### src/rtl/regfile_if.sv
// Register-file access bus: one write port and two independent read ports.
interface regfile_if #(
  parameter int unsigned DATA_WIDTH = 32
);
  logic                  ctrl_writeEnable;
  logic [4:0]            ctrl_writeReg;
  logic [4:0]            ctrl_readRegA;
  logic [4:0]            ctrl_readRegB;
  logic [DATA_WIDTH-1:0] data_writeReg;
  logic [DATA_WIDTH-1:0] data_readRegA;
  logic [DATA_WIDTH-1:0] data_readRegB;

  // Pipeline side: issues write/read requests and consumes read data.
  modport master (
    output ctrl_writeEnable,
    output ctrl_writeReg,
    output ctrl_readRegA,
    output ctrl_readRegB,
    output data_writeReg,
    input  data_readRegA,
    input  data_readRegB
  );

  // Register-file side.
  modport slave (
    input  ctrl_writeEnable,
    input  ctrl_writeReg,
    input  ctrl_readRegA,
    input  ctrl_readRegB,
    input  data_writeReg,
    output data_readRegA,
    output data_readRegB
  );
endinterface

### src/rtl/regfile.sv
// 32-entry register file with hardwired-zero register 0, single-edge writes and two
// combinational read ports. Reset clears every entry asynchronously.
module regfile #(
  parameter int unsigned DATA_WIDTH = 32
) (
  input  logic      clock,
  input  logic      ctrl_reset,
  regfile_if.slave  bus
);

  localparam int unsigned Regs = 32;

  logic [DATA_WIDTH-1:0] regs_q [Regs];

  // Register storage: async clear, one write per rising edge, index 0 never written.
  always_ff @(posedge clock or posedge ctrl_reset) begin
    if (ctrl_reset) begin
      for (int i = 0; i < Regs; i++) begin
        regs_q[i] <= '0;
      end
    end else if (bus.ctrl_writeEnable && (bus.ctrl_writeReg != 5'd0)) begin
      regs_q[bus.ctrl_writeReg] <= bus.data_writeReg;
    end
  end

  // Combinational reads with no write bypass; index 0 is forced to zero.
  always_comb begin
    bus.data_readRegA = '0;
    bus.data_readRegB = '0;
    if (bus.ctrl_readRegA != 5'd0) begin
      bus.data_readRegA = regs_q[bus.ctrl_readRegA];
    end
    if (bus.ctrl_readRegB != 5'd0) begin
      bus.data_readRegB = regs_q[bus.ctrl_readRegB];
    end
  end

endmodule

### src/flat_wrapper.sv
// flat-port wrapper written by rule: the top's interface ports become plain ports
module regfile_flat 
#(
  parameter int unsigned DATA_WIDTH = 32
)
  (clock, ctrl_reset, bus_ctrl_writeEnable, bus_ctrl_writeReg, bus_ctrl_readRegA, bus_ctrl_readRegB, bus_data_writeReg, bus_data_readRegA, bus_data_readRegB);
  regfile_if #(.DATA_WIDTH(DATA_WIDTH)) bus_i ();
  input  logic clock;
  input  logic ctrl_reset;
  input wire logic [$bits(bus_i.ctrl_writeEnable)-1:0] bus_ctrl_writeEnable;
  input wire logic [$bits(bus_i.ctrl_writeReg)-1:0] bus_ctrl_writeReg;
  input wire logic [$bits(bus_i.ctrl_readRegA)-1:0] bus_ctrl_readRegA;
  input wire logic [$bits(bus_i.ctrl_readRegB)-1:0] bus_ctrl_readRegB;
  input wire logic [$bits(bus_i.data_writeReg)-1:0] bus_data_writeReg;
  output wire logic [$bits(bus_i.data_readRegA)-1:0] bus_data_readRegA;
  output wire logic [$bits(bus_i.data_readRegB)-1:0] bus_data_readRegB;
  assign bus_i.ctrl_writeEnable = bus_ctrl_writeEnable;
  assign bus_i.ctrl_writeReg = bus_ctrl_writeReg;
  assign bus_i.ctrl_readRegA = bus_ctrl_readRegA;
  assign bus_i.ctrl_readRegB = bus_ctrl_readRegB;
  assign bus_i.data_writeReg = bus_data_writeReg;
  assign bus_data_readRegA = bus_i.data_readRegA;
  assign bus_data_readRegB = bus_i.data_readRegB;
  regfile #(.DATA_WIDTH(DATA_WIDTH)) u_core (.clock(clock), .ctrl_reset(ctrl_reset), .bus(bus_i));
endmodule
### config.mk
export PLATFORM = sky130hd
export DESIGN_NAME = regfile_flat
export DESIGN_NICKNAME = d
export VERILOG_FILES = /design/src/rtl/regfile_if.sv /design/src/rtl/regfile.sv /design/src/flat_wrapper.sv
export SDC_FILE = /design/constraint.sdc
export NUM_CORES = 2
export LEC_CHECK = 0
export CAP_MARGIN = 10
export CORE_MARGIN = 1.5
export CORE_UTILIZATION = 50
export CTS_CLUSTER_DIAMETER = 100
export DETAILED_ROUTE_END_ITERATION = 8
export PLACE_DENSITY_LB_ADDON = 0.08
export SYNTH_ARGS = -nofsm -noshare
export SYNTH_HDL_FRONTEND = slang
export SYNTH_SLANG_ARGS = --single-unit
### constraint.sdc
create_clock -name clock -period 35.2 [get_ports clock]
set_input_delay 3.52 -clock clock [delete_from_list [all_inputs] [get_ports clock]]
set_output_delay 3.52 -clock clock [all_outputs]
set_load 0.01 [all_outputs]
==> flow_summary.json <==
{
  "die_w_um": 334.4,
  "yosysMostFrequentCell": "dfrtp_1",
  "clock_latency_ps": 710,
  "synthCells": 3614,
  "p_leak_nw": 25.62,
  "slew_violations": 0,
  "place.gp.congestion": 0.8226,
  "timing.rr.start": "u_core.regs_q[311]",
  "powerDensity_mw_per_mm2": 58.95,
  "reg.largest.list": "u_core.regs_q x1024",
  "rsz0062_at_grt": "no",
  "wire_per_inst_um": 36.44,
  "cts_tree": "built",
  "clock-root-buffer": "clkbuf_16",
  "multi_input_area_mm2": 0.02699,
  "critical_path.top_delay_family": "buffers and inverters",
  "skew_ps": 0,
  "whs_ps": 397.3,
  "vias_per_cell": 7.029,
  "path_max_fanout": 64,
  "slowest_stage": "buf_4",
  "hold_class": "reg2reg",
  "die_y_um": 334.4,
  "grt_usage_pct": 32.99,
  "end_kind": "primary output",
  "clock_path_buffers": 3,
  "cp.arrival_ps": 8120,
  "ys_async_sr_fraction_pct": 100.0,
  "drc": 0,
  "ctsHtreeMaxLevel": 3,
  "regArea_mm2": 0.02562,
  "grt_max_degree": 179,
  "postCtsSetupBuffers": 0,
  "postSynthAreaPerCell_um2": 15.20,
  "synth_largest_area_cell": "dfrtp_1",
  "grt.overflow.total": 0,
  "cts_made_buffers": 116,
  "whs_endpoint": "u_core.regs_q[993]",
  "peakVddDrop_uv": 42.94,
  "ctsHoldBuffers": 0,
  "cp.buffers_inverters": 4,
  "row_count": 121,
  "synth-edff-count": 0,
  "criticalPathCategory": "in2out",
  "hold_violations": 0,
  "netlist_area_mm2": 0.05492,
  "nFillCells": 8568,
  "period_minus_slack_ps": 11640,
  "cpPeakStageDelay_ps": 910,
  "die-area_mm2": 0.1118,
  "synth_area_leaders": "dfrtp_1 47%, mux2_2 21%, mux4_2 18%",
  "ys_ff_latch": 1024,
  "synth_ff_type": "dfrtp_1",
  "initial_core_util_pct": 50.45,
  "layout-drive-gt1-share_pct": 49.69,
  "setup_viol": 0,
  "cap_violations": 0,
  "synthesis.nets": 3664,
  "ios": 114,
  "grt_pass1_wl_um": 267100,
  "drtIter0Drc": 3581,
  "coreArea_mm2": 0.1089,
  "r2r-end": "u_core.regs_q[311]",
  "cts_resized": 0,
  "nets": 3550,
  "cp_cell_sequence": "buf_8 > buf_4 > buf_4 > mux2i_1 > a221oi_1 > o21ai_1 > a311oi_1 > clkdlybuf4s50_1",
  "period_share_pct": 33.07,
  "grt_pass1_vias": 37331,
  "post-dp-hpwl_um": 99550,
  "r2r_slack_ps": 34370,
  "largest-register": "u_core.regs_q",
  "synth_top_area_share_pct": 46.66,
  "clock_sinks": 1024,
  "worst-r2r-cell-count": 1,
  "hold_depth": 0,
  "numPortBuffers": 113,
  "cp.required_ps": 31680,
  "clkTransAtPathRegs_ps": 60,
  "yosysSeqAreaShare_pct": 46.66,
  "routed_wl_um": 182800,
  "min-delay-start": "u_core.regs_q[993]",
  "startpoint_type": "input pin",
  "synthDistinctLibCells": 39,
  "yosysWarnings": 0,
  "crit_path_frequent_cell": "buf_4",
  "ys_top_cells_by_count": "1024 x dfrtp_1, 1005 x mux2_2, 448 x mux4_2",
  "worst_pin_slew_ps": 1211,
  "ant_nets": 0,
  "max_freq_ghz": 0.08592,
  "vias": 35257,
  "syn2layout_area_growth_pct": 9.744,
  "setup_tns_ps": 0,
  "drt_pass1_iterations": 5,
  "antenna_found_initial": 8,
  "slew_headroom_pct": 19.05,
  "largest_register_ffs": 1024,
  "status": "finished, final reports clean"
}
[layout by cell type, fill, tap and decap left out, types with 3 or more instances in the layout]
| cell type | n |
|---|---|
| o2111ai_1 | 17 |
| nor2_4 | 18 |
| a22oi_1 | 64 |
| mux2i_1 | 128 |
| dfrtp_1 | 1024 |
| buf_2 | 4 |
| clkbuf_16 | 119 |
| or2_2 | 3 |
| bufinv_16 | 12 |
| clkinv_2 | 24 |
| buf_8 | 4 |
| nor2_2 | 4 |
| nand3b_1 | 4 |
| clkbuf_1 | 25 |
| mux4_2 | 448 |
| nand2_2 | 13 |
| a311oi_1 | 64 |
| buf_4 | 74 |
| nor2b_1 | 64 |
| clkbuf_8 | 32 |
| buf_12 | 4 |
| mux2_2 | 1005 |
| o21ai_1 | 95 |
| nor3b_1 | 4 |
| clkdlybuf4s50_1 | 103 |
| o21ai_0 | 16 |
| mux2_1 | 51 |
| a211oi_1 | 64 |
| nand2_1 | 35 |
| a221oi_1 | 46 |
[kinds of logic (layout without fill, tap and decap cells)]
family | count (synthesis) | count (layout) | share of synthesized area [%]
AO/OA/AOI/OAI | 367 | 367 | 4.814
buffers and inverters | 427 | 413 | 4.536
flip-flops | 1024 | 1024 | 46.66
multiplexers | 1632 | 1632 | 42.36
other | 0 | 2 | 0
AND/OR/NAND/NOR | 164 | 164 | 1.634
[worst max path at each step]
stage,startpoint,end,slack [ps],depth (start not counted)
3_5_place_dp,bus_ctrl_readRegB[2],bus_data_readRegB[0],23660,8
2_1_floorplan,ctrl_reset,u_core.regs_q[0],2860,1
6_report,bus_ctrl_readRegB[2],bus_data_readRegB[20],23560,8
3_3_place_gp,bus_ctrl_readRegB[2],bus_data_readRegB[0],23590,8
4_1_cts,bus_ctrl_readRegB[2],bus_data_readRegB[0],23660,8
5_1_grt,bus_ctrl_readRegB[2],bus_data_readRegB[20],23510,8
[stage by stage]
stage          setup WS [ps]  total power [mW]  cells  utilization, %  cell area (µm²)
6_report               23560             3.553   5016           55.37            60270
5_1_grt                23510             3.687   5016           55.37            60270
4_1_cts                23660             3.562   5013           55.34            60240
3_5_place_dp           23660             2.279   4795           51.61            56180
3_3_place_gp           23590             2.232   4795           51.61            56180
2_1_floorplan           2864             2.072   3614               -            54920
[power breakdown]
part,internal [mW],switching [mW]
Clock,0.772,0.512
Sequential,1.40,0.169
Combinational,0.415,0.284
[routing by layer]
metal	GRT usage [%]	up-vias	share of wire (%)	wire (µm)
met1	45.38	19389	41	75030
met3	7.147	387	8.5	15480
met2	51.96	1662	47	85740
met5	0	-	0.010	19
met4	11.64	2	3.6	6533
li1	-	13817	-	-
[final cells by class]
type	instances	share of cell area, %
clock buffer	176	5.827
tap	1414	2.935
antenna	2	0.008304
timing repair buffer	192	2.981
multi-input combinational	2163	44.79
inverter	3	0.03944
sequential	1024	42.52
clock inverter	42	0.9051
Note: power is estimated with default switching activity, not from simulation.
